===== config.mk =====
export PLATFORM = sky130hd
export DESIGN_NAME = uart_rx_fifo
export DESIGN_NICKNAME = d
export VERILOG_FILES = /design/src/rtl/uart_pkg.sv /design/src/rtl/uart_rx_fifo_mem.sv /design/src/rtl/uart_rx_fifo.sv
export SDC_FILE = /design/constraint.sdc
export NUM_CORES = 1
export LEC_CHECK = 0
export BUFFER_PORTS_ARGS = -buffer_cell sky130_fd_sc_hd__buf_2
export CORE_MARGIN = 4
export CORE_UTILIZATION = 33
export CTS_BUF_LIST = sky130_fd_sc_hd__clkbuf_16
export DETAILED_ROUTE_END_ITERATION = 6
export PLACE_DENSITY = 0.45
export RECOVER_POWER = 25
export SLEW_MARGIN = 5
export SYNTH_ARGS = -nofsm -noshare
export SYNTH_HDL_FRONTEND = slang
export SYNTH_SLANG_ARGS = --single-unit

===== constraint.sdc =====
create_clock -name clk -period 8 [get_ports clk]
set_input_delay 0.8 -clock clk [delete_from_list [all_inputs] [get_ports clk]]
set_output_delay 0.8 -clock clk [all_outputs]
set_load 0.01 [all_outputs]

===== src/rtl/uart_pkg.sv =====
// ---------------------------------------------------------------------------
// uart_pkg
// Shared UART definitions used by the receiver, the transmitter and the
// receive FIFO.
//   UART_DATA_W : width of one UART character
//   uart_byte_t : one UART character
// ---------------------------------------------------------------------------
package uart_pkg;

   localparam int UART_DATA_W = 8;

   typedef logic [UART_DATA_W-1:0] uart_byte_t;

endpackage : uart_pkg


===== src/rtl/uart_rx_fifo_mem.sv =====
// ---------------------------------------------------------------------------
// uart_rx_fifo_mem
// DEPTH x 8 storage array for the receive FIFO. One synchronous write port and
// one asynchronous read port. Kept in its own module so it can later be
// swapped for an SRAM macro without touching the FIFO control logic.
// Ports:
//   clk_i     : clock
//   wr_en_i   : write strobe
//   wr_addr_i : write address
//   wr_data_i : write data
//   rd_addr_i : read address
//   rd_data_o : read data (combinational from rd_addr_i)
// ---------------------------------------------------------------------------
module uart_rx_fifo_mem
   import uart_pkg::*;
#(
   parameter int DEPTH = 16,
   localparam int PTR_W = $clog2(DEPTH)
) (
   input  logic             clk_i,
   input  logic             wr_en_i,
   input  logic [PTR_W-1:0] wr_addr_i,
   input  uart_byte_t       wr_data_i,
   input  logic [PTR_W-1:0] rd_addr_i,
   output uart_byte_t       rd_data_o
);

   uart_byte_t mem_q [DEPTH];

   // Storage carries no reset; contents are don't-care until written.
   always_ff @(posedge clk_i) begin
      if (wr_en_i) begin
         mem_q[wr_addr_i] <= wr_data_i;
      end
   end

   assign rd_data_o = mem_q[rd_addr_i];

endmodule : uart_rx_fifo_mem


===== src/rtl/uart_rx_fifo.sv =====
// ---------------------------------------------------------------------------
// uart_rx_fifo
// Receive-side byte buffer sitting directly behind the UART receiver. Each
// one-cycle byte strobe is captured into a synchronous FIFO; the host drains
// it through a first-word-fall-through valid/ready interface. A byte that
// arrives while the buffer is full (and nothing is popped that cycle) is
// dropped and latches the sticky overflow flag.
//
// Optional build macro: UART_RX_FIFO_TIMEOUT_EN
//   Adds rx_timeout, which asserts after TIMEOUT_CYCLES idle clocks with data
//   still buffered (no push, no pop).
//
// Ports:
//   clk        : clock
//   rst        : asynchronous active-low reset
//   wr_en      : byte strobe from the receiver
//   wr_data    : received byte, sampled when wr_en = 1
//   rd_valid   : head entry available
//   rd_ready   : consumer accepts head entry
//   rd_data    : head byte (fall-through)
//   level      : occupancy 0..DEPTH
//   full       : level == DEPTH
//   empty      : level == 0
//   overflow   : sticky, a byte was dropped
//   ovf_clr    : one-cycle clear of overflow
//   rx_timeout : idle-with-data indication (optional build only)
// ---------------------------------------------------------------------------
module uart_rx_fifo
   import uart_pkg::*;
#(
   parameter int DEPTH          = 16,
   parameter int TIMEOUT_CYCLES = 1024,
   localparam int PTR_W = $clog2(DEPTH),
   localparam int LVL_W = $clog2(DEPTH + 1)
) (
   input  logic             clk,
   input  logic             rst,
   input  logic             wr_en,
   input  uart_byte_t       wr_data,
   output logic             rd_valid,
   input  logic             rd_ready,
   output uart_byte_t       rd_data,
   output logic [LVL_W-1:0] level,
   output logic             full,
   output logic             empty,
   output logic             overflow,
`ifdef UART_RX_FIFO_TIMEOUT_EN
   output logic             rx_timeout,
`endif
   input  logic             ovf_clr
);

   // Elaboration-time parameter guards.
   if (DEPTH < 2 || (DEPTH & (DEPTH - 1)) != 0) begin : g_bad_depth
      $error("uart_rx_fifo: DEPTH must be a power of two >= 2");
   end
   if (TIMEOUT_CYCLES < 1) begin : g_bad_timeout
      $error("uart_rx_fifo: TIMEOUT_CYCLES must be >= 1");
   end

   logic [PTR_W-1:0] wptr_q, wptr_d;
   logic [PTR_W-1:0] rptr_q, rptr_d;
   logic [LVL_W-1:0] level_q, level_d;
   logic             full_q, full_d;
   logic             empty_q, empty_d;
   logic             ovf_q, ovf_d;
   uart_byte_t       hold_q, hold_d;
   uart_byte_t       mem_rdata;
   logic             push, pop;

   assign pop  = !empty_q && rd_ready;
   // A pop frees the slot in the same cycle, so a full FIFO can still accept.
   assign push = wr_en && (!full_q || pop);

   uart_rx_fifo_mem #(
      .DEPTH (DEPTH)
   ) u_mem (
      .clk_i     (clk),
      .wr_en_i   (push),
      .wr_addr_i (wptr_q),
      .wr_data_i (wr_data),
      .rd_addr_i (rptr_q),
      .rd_data_o (mem_rdata)
   );

   always_comb begin
      wptr_d  = wptr_q;
      rptr_d  = rptr_q;
      hold_d  = hold_q;
      level_d = level_q + LVL_W'(push) - LVL_W'(pop);
      full_d  = (level_d == LVL_W'(DEPTH));
      empty_d = (level_d == '0);
      if (push) begin
         wptr_d = wptr_q + PTR_W'(1);
      end
      if (pop) begin
         rptr_d = rptr_q + PTR_W'(1);
         // Remember the byte just consumed so rd_data holds it once empty.
         hold_d = mem_rdata;
      end
      // Setting dominates a simultaneous clear.
      if (wr_en && full_q && !pop) begin
         ovf_d = 1'b1;
      end else if (ovf_clr) begin
         ovf_d = 1'b0;
      end else begin
         ovf_d = ovf_q;
      end
   end

   always_ff @(posedge clk or negedge rst) begin
      if (!rst) begin
         wptr_q  <= '0;
         rptr_q  <= '0;
         level_q <= '0;
         full_q  <= 1'b0;
         empty_q <= 1'b1;
         ovf_q   <= 1'b0;
         hold_q  <= '0;
      end else begin
         wptr_q  <= wptr_d;
         rptr_q  <= rptr_d;
         level_q <= level_d;
         full_q  <= full_d;
         empty_q <= empty_d;
         ovf_q   <= ovf_d;
         hold_q  <= hold_d;
      end
   end

   assign rd_valid = !empty_q;
   assign rd_data  = empty_q ? hold_q : mem_rdata;
   assign level    = level_q;
   assign full     = full_q;
   assign empty    = empty_q;
   assign overflow = ovf_q;

`ifdef UART_RX_FIFO_TIMEOUT_EN
   logic [31:0] idle_q, idle_d;
   logic        tmo_q, tmo_d;

   always_comb begin
      if (push || pop || empty_q) begin
         idle_d = '0;
      end else if (idle_q != 32'(TIMEOUT_CYCLES)) begin
         idle_d = idle_q + 32'd1;
      end else begin
         idle_d = idle_q;
      end
      tmo_d = (idle_d == 32'(TIMEOUT_CYCLES)) && !empty_d;
   end

   always_ff @(posedge clk or negedge rst) begin
      if (!rst) begin
         idle_q <= '0;
         tmo_q  <= 1'b0;
      end else begin
         idle_q <= idle_d;
         tmo_q  <= tmo_d;
      end
   end

   assign rx_timeout = tmo_q;
`endif

endmodule : uart_rx_fifo


== Yosys cells after proc, flatten, opt, wreduce, memory -nomap -nowiden ==
Memory sizes are Yosys's and may differ from the RTL's.
Index checks and enable logic that the tools add are counted.
Word-level totals
  flip-flop bits (word level): 24
  bits in writable memories: 128
  bits of input ports: 13
  output and inout port bits: 17
  memories: 1
Cells by class
  add/subtract/negate cells: 4
  equal/unequal tests: 1
  mux-type cells: 5
  reduce and logical (&&, ||, !) cells: 10
Memory list
  u_mem.mem_q: depth 16, bits a word 8, rd ports 1, clocked after memory_dff 0, write ports 1, line uart_rx_fifo_mem.sv:28  | uart_byte_t mem_q [DEPTH];
Operators with widths (count)
  $add 4x1->4 const B: 2
  $mux 8: 1
  $add 5x1->5: 1
  $eq 5x5->1 const B: 1
  $logic_not 5->1: 1
  $sub 5x1->5: 1
  $logic_and 1x1->1: 4
  $mux 1: 4
  $logic_not 1->1: 3
  $reduce_bool 2->1: 1
  $logic_or 1x1->1: 1

== Longest topological paths before layout ==
Gate-level depths: netlist (run 1).
  depth in word-level cells: 7
  gate-level depth with buffers: 13
  mapped depth without buffers: 12

== By module ==
A second synthesis (run 1) with hierarchy kept.
Second synthesis, totals
  cells, all modules: 331
  area, all modules: 6189.7 µm²
Modules (own cells, without submodules)
  uart_rx_fifo_mem: times used 1, cells each 221, area an instance 4987.3 µm²
  uart_rx_fifo: times used 1, cells each 110, area an instance 1202.4 µm²

== Worst setup path after synthesis (run 1) ==
Ideal clock, no wire load.
  kind: input to register
  start: in rd_ready
  end: reg full_q (netlist: full)
  arrival: 2.934 ns
  required time: 7.899 ns
  slack: 4.965 ns
  cell stages on the path: 13
  cell sequence: nand2b_1 -> clkbuf_1 -> a21boi_2 -> inv_1 -> ha_1 -> inv_1 -> ha_1 -> inv_1 -> fa_1 -> nor2b_1 -> o21ai_0 -> and3_1 -> nor4_1
On the way
  word-level cells in the longest chain between the ends: 6
RTL lines
  start: declaration: line uart_rx_fifo.sv:41  | input logic rd_ready,
  $logic_and 1x1->1 *: line uart_rx_fifo.sv:71  | assign pop = !empty_q && rd_ready;
  $logic_or 1x1->1: line uart_rx_fifo.sv:73  | assign push = wr_en && (!full_q || pop);
  $logic_and 1x1->1: line uart_rx_fifo.sv:73
  $add 5x1->5: line uart_rx_fifo.sv:90  | level_d = level_q + LVL_W'(push) - LVL_W'(pop);
  $sub 5x1->5 *: line uart_rx_fifo.sv:90
  $eq 5x5->1 *: line uart_rx_fifo.sv:91  | full_d = (level_d == LVL_W'(DEPTH));
  net full_d: line uart_rx_fifo.sv:64  | logic full_q, full_d;
  end signal: assignment: line uart_rx_fifo.sv:124  | full_q <= full_d;
  end: declaration: line uart_rx_fifo.sv:64
Mark *: on every way through the listed nets, which the timed path passes. The rest lies on a longest branch.
A chain may end at the register's enable or synchronous reset.

== Worst setup path in the final report (run 1) ==
  start: reg rptr_q[0]
  end: out rd_data[4]
On the way
  word-level cells in the longest chain between the ends: 2
RTL lines
  start: declaration: line uart_rx_fifo.sv:62  | logic [PTR_W-1:0] rptr_q, rptr_d;
  start signal: assignment: line uart_rx_fifo.sv:122  | rptr_q <= rptr_d;
  $mem_v2 16x8
  $mux 8: line uart_rx_fifo.sv:132  | assign rd_data = empty_q ? hold_q : mem_rdata;
  end: declaration: line uart_rx_fifo.sv:42  | output uart_byte_t rd_data,
Every way passes these cells.

==> flow_metrics.tcl, run 1 <==
set metrics [dict create \
    ctsResizeCount 0 \
    synth_warnings 0 \
    internal_power_mw 1.97 \
    timing.fmax_mhz 270 \
    yosys.cell_count.top_type "edfxtp_1" \
    rows 49 \
    cts_tree "built" \
    power_frac_clock_pct 30.4 \
    grt_max_degree 49 \
    drt.antenna.violating_nets 0 \
    grt_pass1_wl_um 21300 \
    grt_overflow_total 0 \
    clkTransAtPathRegs_ns 0.06 \
    via_count 3196 \
    nets 418 \
    drt-total-wl_um 13800 \
    grt_use_met2_pct 21.1 \
    hold_viol_final 0 \
    pwr-share-seq_pct 37.2 \
    place_area_um2 6610 \
    dieArea_um2 21100 \
    dieHeight_um 145 \
    wire_per_inst_um 21.8 \
    p_comb_share_pct 32.4 \
    crit_path_start_kind "flip-flop" \
    htreeDepth 4 \
    antennaDiodeCount 0 \
    worst-slew-pin-transition_ns 1.31 \
    core_um2 18300 \
    holdWs_ns 0.495 \
    finClkSkew_ns 0.00790 \
    ys_ff_latch 152 \
    crit_path_max_fanout 48 \
    clockRootBuffer "clkbuf_16" \
    peakVddDrop_uv 165 \
    synth.distinct_cells 42 \
    final.period_utilization_pct 46.3 \
    fin_cells 636 \
    grt_usage_pct 13.7 \
    place_hpwl_um 9080 \
    crit_type "flip-flop to output port" \
    design_area_um2 7240 \
    antenna_found_initial 0 \
    r2r-end "empty$_DFF_PN1_" \
    post_cts_buffers 0 \
    worstPathArrival_ns 2.91 \
    fin_ws_ns 4.29 \
    clock_sinks 152 \
    rrSetupSlack_ns 4.99 \
    drt_iter0_drc 213 \
    ys_top_cells_by_count "128 x edfxtp_1, 28 x nor2_1, 23 x dfrtp_1" \
    slew_viol_final 0 \
    initial_core_util_pct 34.1 \
    gr-usage-met3_pct 4.42 \
    ys.flop_type "edfxtp_1" \
    drive_above_1_share_pct 24.3 \
    utilization_pct 39.7 \
    gp_congestion 0.762 \
    finalSetupViolCount 0 \
    hp-class "flip-flop to flip-flop" \
    crit_required_ns 7.20 \
    cts_hold_buf 0 \
    cp-endpoint "rd_data[4]" \
    powerDensity_nw_per_um2 397 \
    cts_buffers 17 \
    drc 0 \
    drt-pass1-iter-count 4 \
    maxCapViolCount 0 \
    ys_async_sr_fraction_pct 15.8 \
    status "finished clean" \
    pre_cts_slack_ns 4.58 \
    syn2layout_area_growth_pct 16.2 \
    p_sw_share_pct 31.6 \
    rr_startpoint "empty$_DFF_PN1_" \
    syn_area_per_cell_um2 17.5 \
    grt_pass1_vias 3344 \
    clk_latency_ns 0.42 \
    synth_area_um2 6230 \
    hp-start "hold_q[5]$_DFFE_PN0P_" \
    rsz0062_at_grt "no" \
    synth_top_area_cell "edfxtp_1" \
    startpoint "rptr_q[0]$_DFFE_PN0P_" \
    netlist.area_leader.share_pct 61.7 \
    total_power_mw 2.88 \
    synth_nets 380 \
    rr_worst_depth 11 \
    portBuffers 29 \
    met1_usage_pct 18.5 \
    synthCells 356 \
    top_usage_layer "met2" \
    power.leakage_nw 2.52 \
    p_switching_mw 0.910 \
    yosys-top-cells-area "edfxtp_1 62%, dfrtp_1 9.2%, mux4_2 6.1%" \
    tns_ns 0 \
    synth_edf_count 128 \
    end_kind "output port" \
    fin_crit_ns 3.71 \
    chipWidth_um 145 \
    clockBufferDepth 2 \
    ys_seq_area_share_pct 71.3 \
    via_per_inst 5.03 \
    io_pins 30 \
    maxSlewHeadroom_pct 12.9 \
    placedCellCount 604 \
]
## cell type report
| cell class | count | area (um2) |
|---|---|---|
| Multi-Input combinational cell | 173 | 1630 |
| Fill cell | 1676 | 11000 |
| Clock buffer | 17 | 425 |
| Inverter | 15 | 56.3 |
| Tap cell | 229 | 287 |
| Sequential cell | 152 | 4450 |
| Clock inverter | 15 | 219 |
| Timing Repair Buffer | 35 | 183 |
## layout by cell type, fill, tap and decap left out, types with 3 or more instances in the layout
cell type / netlist / layout
a21oi_1: 3 / 3
buf_2: 5 / 23
buf_4: 1 / 6
bufinv_16: 0 / 6
clkbuf_1: 3 / 6
clkbuf_16: 0 / 17
clkinv_1: 0 / 3
dfrtp_1: 23 / 22
edfxtp_1: 128 / 128
ha_1: 10 / 10
inv_1: 14 / 18
mux2_1: 19 / 19
mux2_2: 22 / 22
mux4_2: 17 / 17
nand2_1: 12 / 12
nand2b_1: 3 / 3
nor2_1: 28 / 28
nor3_1: 4 / 3
o21ai_0: 5 / 5
o221ai_1: 13 / 13
o22ai_1: 6 / 6
xnor2_1: 8 / 8
## routing by layer
layer,up-vias,part of all wire [%]
met5,-,0
met3,17,4.4
met1,1666,47
li1,1459,-
met2,54,48
met4,0,1.3
## power groups by stage
| stage | sequential (mW) | clock, mW | combinational, mW |
|---|---|---|---|
| 3_5_place_dp | 1.09 | 0 | 0.958 |
| 5_1_grt | 1.08 | 0.934 | 1.04 |
| 2_1_floorplan | 1.06 | 0 | 0.678 |
| 4_1_cts | 1.07 | 0.895 | 0.961 |
| 6_report | 1.07 | 0.876 | 0.932 |
| 3_3_place_gp | 1.08 | 0 | 0.958 |
## flip-flops by register name, summed over array words and instances, names as in the netlist
signal and cells:
u_mem.mem_q 128, hold_q 8, level 5, rptr_q 4, wptr_q 4, empty 1, full 1, overflow 1
## cells by family (layout without fill, tap and decap cells)
logic type               count (synthesis)  count (layout)  share of synthesized area [%]
AO/OA/AOI/OAI                           33              33                           3.89
XOR/XNOR                                 9               9                           1.26
adder cells (fa/ha/maj)                 11              11                           2.33
buffers and inverters                   31              82                           2.63
flip-flops                             152             152                           71.3
multiplexers                            61              61                           14.3
AND/OR/NAND/NOR                         59              59                           4.26
## worst max-delay path, stage by stage, from the launching register on
cell and delay (ns):
dfrtp_2 0.33, buf_4 0.61, mux4_2 0.60, nor2_1 0.31, o22ai_1 0.18, mux2_2 0.28, buf_2 0.14
## how the worst min path moves through the flow
stage,end,slack (ns),cells past startpoint
6_report,hold_q[5]$_DFFE_PN0P_,0.49,2
5_1_grt,hold_q[2]$_DFFE_PN0P_,0.52,1
4_1_cts,level[1]$_DFF_PN0_,0.38,1
3_5_place_dp,hold_q[5]$_DFFE_PN0P_,0.48,2
3_3_place_gp,hold_q[5]$_DFFE_PN0P_,0.47,2
2_1_floorplan,hold_q[5]$_DFFE_PN0P_,0.45,2
Note: power is estimated with default switching activity, not from simulation.
==> inputs of run 2 (changes only) <==
--- a/config.mk
+++ b/config.mk
@@ -10,7 +10,7 @@
 export CORE_UTILIZATION = 33
 export CTS_BUF_LIST = sky130_fd_sc_hd__clkbuf_16
 export DETAILED_ROUTE_END_ITERATION = 6
-export PLACE_DENSITY = 0.45
+export PLACE_DENSITY = 0.47
 export RECOVER_POWER = 25
 export SLEW_MARGIN = 5
 export SYNTH_ARGS = -nofsm -noshare
==> constraint.sdc (replaced) <==
create_clock -name clk -period 3.15 [get_ports clk]
set_input_delay 0.315 -clock clk [delete_from_list [all_inputs] [get_ports clk]]
set_output_delay 0.315 -clock clk [all_outputs]
set_load 0.01 [all_outputs]
==> run 2 against run 1 <==
Via count is 0.69% lower. First-iteration DRC count is 10% higher. Utilization hardly changed. Total power is 150% higher. Critical endpoint is now rd_data[3].
==> flow_metrics.tcl, run 2 (synthesis results as in run 1) <==
set metrics [dict create \
    grt_max_degree 33 \
    worstPathArrival_ns 2.51 \
    clkTransAtPathRegs_ns 0.06 \
    finClkSkew_ns 0.00527 \
    cp_top_family "multiplexers" \
    slowest_stage "mux4_2" \
    place_area_um2 6690 \
    hp-start "ovf_clr" \
    utilization_pct 39.7 \
    drive_above_1_share_pct 27.2 \
    wire_per_inst_um 21.2 \
    portBuffers 29 \
    tns_ns 0 \
    grt_usage_pct 13.6 \
    fin_crit_ns 2.83 \
    rsz0062_at_grt "no" \
    crit_required_ns 2.83 \
    worst-slew-pin-transition_ns 0.877 \
    crit_chain "buf_4, mux4_2, nor2_1, o22ai_1, mux2_2, buf_2" \
    slowest_delay_ns 0.58 \
    initial_core_util_pct 34.1 \
    slew_viol_final 0 \
    drt-pass1-iter-count 4 \
    rows 49 \
    grt_pass1_vias 3386 \
    fin_cells 648 \
    rr_startpoint "empty$_DFF_PN1_" \
    grt_pass1_wl_um 21100 \
    largest_register "u_mem.mem_q" \
    gp_congestion 0.755 \
    finalSetupViolCount 0 \
    drt-total-wl_um 13700 \
    via_count 3174 \
    antenna_found_initial 0 \
    powerDensity_nw_per_um2 974 \
    largest_reg_flops 128 \
    crit_path_start_kind "flip-flop" \
    drt.antenna.violating_nets 0 \
    hp-class "primary input to flip-flop" \
    dieArea_um2 21100 \
    maxSlewHeadroom_pct 41.3 \
    design_area_um2 7250 \
    post_cts_buffers 0 \
    antennaDiodeCount 0 \
    final_cell_mix "128 x edfxtp_1, 28 x nor2_1, 23 x buf_2, 22 x mux2_2, 22 x dfrtp_1" \
    clk_latency_ns 0.42 \
    ctsResizeCount 0 \
    startpoint "rptr_q[0]$_DFFE_PN0P_" \
    status "finished clean" \
    clockRootBuffer "clkbuf_16" \
    clockBufferDepth 2 \
    place_hpwl_um 9220 \
    cts_tree "built" \
    final.period_utilization_pct 89.7 \
    final_common_cell "edfxtp_1" \
    peakVddDrop_uv 377 \
    drc 0 \
    timing.fmax_mhz 354 \
    power.leakage_nw 2.53 \
    chipWidth_um 145 \
    cts_buffers 17 \
    nets 430 \
    critPathBufInv 2 \
    hold_viol_final 0 \
    core_um2 18300 \
    via_per_inst 4.90 \
    grt_overflow_total 0 \
    drt_iter0_drc 235 \
    crit_type "flip-flop to output port" \
    maxCapViolCount 0 \
    end_kind "output port" \
    htreeDepth 4 \
    placedCellCount 615 \
    syn2layout_area_growth_pct 16.3 \
    dieHeight_um 145 \
    clock_sinks 152 \
    crit_path_max_fanout 16 \
    io_pins 30 \
]
[run 2: cell count changes in the layout (fill, tap and decap cells not counted)]
cell,delta
clkinv_1,-2
buf_4,+11
nor3_1,+1
clkinv_2,+5
bufinv_16,-4
dlygate4sd3_1,+1
inv_1,-3
nor3_2,-1
clkinvlp_4,+3
inv_6,+1
[run 2: metrics by stage]
stage | hold slack, ns | setup WS, ns | total power [mW]
4_1_cts | 0.0729 | 0.253 | 7.19
6_report | 0.0907 | 0.324 | 7.06
5_1_grt | 0.0777 | 0.0917 | 7.48
3_3_place_gp | 0.333 | 0.477 | 5.20
3_5_place_dp | 0.341 | 0.334 | 5.25
2_1_floorplan | 0.0194 | 0.369 | 4.41
[run 2: final cells by class]
| class | instances | area [um2] |
|---|---|---|
| repair buffers | 47 | 275 |
| inverters | 15 | 56.3 |
| clock inverters | 15 | 136 |
| multi-input cells | 173 | 1620 |
| fillers | 1695 | 11000 |
| well taps | 229 | 287 |
| clock buffers | 17 | 425 |
| flip-flops and latches | 152 | 4450 |
[run 2: layer usage]
layer,track usage [%],up-vias,routed length (um),part of all wire [%]
met5,0,-,0,0
met3,3.30,18,379,2.8
met2,22.3,35,6920,50
li1,-,1479,-,-
met1,18.0,1642,6240,45
met4,3.99,0,181,1.3
[run 2: path summary, 6_finish.rpt]
path	endpoint	slack (ns)	cells after the start
setup / recovery	rd_data[3]	0.32	6
hold / removal	overflow$_DFFE_PN0P_	0.09	2
min in group asynchronous	hold_q[2]$_DFFE_PN0P_	0.43	2
setup reg to reg	full$_DFF_PN0_	0.35	12
hold reg to reg	hold_q[3]$_DFFE_PN0P_	0.51	1
max in group asynchronous	rptr_q[0]$_DFFE_PN0P_	2.31	2
[run 2: power breakdown]
part           total (mW)  leakage [nW]  internal [mW]  switching (mW)
Sequential           2.73          1.44           2.52           0.204
Clock                1.92         0.273           1.15           0.774
Combinational        2.41         0.814           1.05            1.36
Total                7.06          2.53           4.72            2.34
[run 2: repair_timing]
action / CTS / global route
setup endpoints to repair: 0 / 0
hold endpoints to repair: 23 / 0
hold buffers: 1 / 0
==> inputs of run 3 (changes only) <==
--- a/config.mk
+++ b/config.mk
@@ -6,11 +6,13 @@
 export NUM_CORES = 1
 export LEC_CHECK = 0
 export BUFFER_PORTS_ARGS = -buffer_cell sky130_fd_sc_hd__buf_2
-export CORE_MARGIN = 4
+export CELL_PAD_IN_SITES_DETAIL_PLACEMENT = 0
+export CELL_PAD_IN_SITES_GLOBAL_PLACEMENT = 1
+export CORE_MARGIN = 2
 export CORE_UTILIZATION = 33
 export CTS_BUF_LIST = sky130_fd_sc_hd__clkbuf_16
 export DETAILED_ROUTE_END_ITERATION = 6
-export PLACE_DENSITY = 0.47
+export PLACE_DENSITY = 0.53
 export RECOVER_POWER = 25
 export SLEW_MARGIN = 5
 export SYNTH_ARGS = -nofsm -noshare
==> run 3 against run 2 <==
Setup slack improved by 0.046 ns. First-iteration DRC count rose by 20%. Count of clock-buffer cells in the layout did not move. Global-route usage rose by 1.1 points. Die area fell by 5.4%. Highest routed layer unchanged.
==> flow_metrics.tcl, run 3 (synthesis results as in run 1) <==
set metrics [dict create \
    via_count 3232 \
    crit_path_max_fanout 7 \
    clock_sinks 152 \
    drt-total-wl_um 13900 \
    end_kind "flip-flop" \
    largest_register "u_mem.mem_q" \
    core_um2 18600 \
    cts_buffers 17 \
    total_power_mw 7.23 \
    largest_reg_flops 128 \
    io_pins 30 \
    place_hpwl_um 9020 \
    finClkSkew_ns 0.00702 \
    wire_per_inst_um 21.1 \
    final_cell_mix "128 x edfxtp_1, 28 x nor2_1, 23 x buf_2" \
    portBuffers 29 \
    drive_above_1_share_pct 28.9 \
    slew_viol_final 0 \
    tns_ns 0 \
    gp_congestion 0.718 \
    placedCellCount 626 \
    nets 436 \
    worstPathArrival_ns 3.08 \
    finalSetupViolCount 0 \
    startpoint "empty$_DFF_PN1_" \
    status "finished clean" \
    crit_type "flip-flop to flip-flop" \
    worst-slew-pin-transition_ns 0.775 \
    rows 50 \
    clkTransAtPathRegs_ns 0.06 \
    p_sw_share_pct 33.0 \
    rr_startpoint "empty$_DFF_PN1_" \
    grt_overflow_total 0 \
    syn2layout_area_growth_pct 18.1 \
    power.leakage_nw 2.57 \
    clockRootBuffer "clkbuf_16" \
    grt_pass1_wl_um 21000 \
    peakVddDrop_uv 385 \
    via_per_inst 4.90 \
    hp-class "primary input to flip-flop" \
    fin_cells 660 \
    post_cts_buffers 0 \
    drt-pass1-iter-count 4 \
    power_frac_clock_pct 28.7 \
    grt_max_degree 39 \
    clockBufferDepth 2 \
    chipWidth_um 141 \
    p_comb_share_pct 33.6 \
    powerDensity_nw_per_um2 983 \
    drt.antenna.violating_nets 0 \
    crit_path_start_kind "flip-flop" \
    hp-start "ovf_clr" \
    pwr-share-seq_pct 37.7 \
    dieHeight_um 141 \
    final.period_utilization_pct 88.2 \
    timing.fmax_mhz 360 \
    maxSlewHeadroom_pct 48.3 \
    final_common_cell "edfxtp_1" \
    cts_tree "built" \
    maxCapViolCount 0 \
    dieArea_um2 20000 \
    drc 0 \
    grt_usage_pct 14.7 \
    initial_core_util_pct 33.4 \
    crit_required_ns 3.45 \
    grt_pass1_vias 3406 \
    fin_crit_ns 2.78 \
    hold_viol_final 0 \
    drt_iter0_drc 283 \
    p_switching_mw 2.38 \
    rsz0062_at_grt "no" \
    clk_latency_ns 0.42 \
    antenna_found_initial 0 \
    internal_power_mw 4.85 \
    htreeDepth 4 \
]
==> run 3: path summary, 6_finish.rpt <==
check	endpoint	slack, ns	depth (start not counted)
worst max-delay path	empty$_DFF_PN1_	0.37	12
worst min-delay path	overflow$_DFFE_PN0P_	0.08	2
worst max register to register	empty$_DFF_PN1_	0.37	12
worst min register to register	hold_q[5]$_DFFE_PN0P_	0.48	2
max in group asynchronous	rptr_q[0]$_DFFE_PN0P_	2.33	2
min in group asynchronous	hold_q[3]$_DFFE_PN0P_	0.42	2
==> run 3: worst max-delay path, stage by stage, from the launching register on <==
cell and delay [ns]:
dfstp_2 0.38, nand2b_2 0.24, a21boi_2 0.18, inv_1 0.05, ha_1 0.28, inv_1 0.07
ha_1 0.16, inv_1 0.06, fa_1 0.39, nor2b_1 0.12, o21ai_0 0.16, nor3b_1 0.19
nor4_1 0.36
==> run 3: power groups by stage <==
stage               Sequential (mW)  Clock [mW]  Combinational [mW]
floorplan                      2.69           0                1.72
global placement               2.75           0                2.46
detailed placement             2.77           0                2.48
CTS                            2.73        2.12                2.49
global route                   2.76        2.19                2.67
finish                         2.73        2.07                2.43
==> run 3: what timing repair did <==
| action | 4_1_cts | 5_1_grt |
|---|---|---|
| hold buffers | 1 | 0 |
| endpoints found under the hold margin | 23 | 0 |
| endpoints found under the setup margin | 0 | 1 |
| resized for setup | 0 | 1 |
==> run 3: layer usage <==
metal	up-vias	track usage, %	wire, um
li1	1493	-	-
met1	1679	20.3	6690
met2	46	22.6	6530
met3	14	3.75	486
met4	0	4.95	199
met5	-	0	0
==> run 3: final cells by class <==
| class | instances | area (um2) |
|---|---|---|
| Fill cell | 1744 | 11300 |
| Sequential cell | 152 | 4450 |
| Multi-Input combinational cell | 173 | 1630 |
| Clock buffer | 17 | 425 |
| Timing Repair Buffer | 53 | 333 |
| Tap cell | 234 | 293 |
| Clock inverter | 15 | 176 |
| Inverter | 15 | 56.3 |
| Antenna cell | 1 | 2.50 |
==> run 3: through the flow <==
stage	utilization [%]	area [um2]	hold WS (ns)	worst slack (ns)
final	39.5	7360	0.0792	0.370
after global routing	39.5	7360	0.0926	0.0741
after CTS	39.5	7360	0.0625	0.278
after detailed placement	36.2	6750	0.344	0.300
after global placement	36.2	6750	0.342	0.409
after floorplan	-	6230	0.0194	0.369
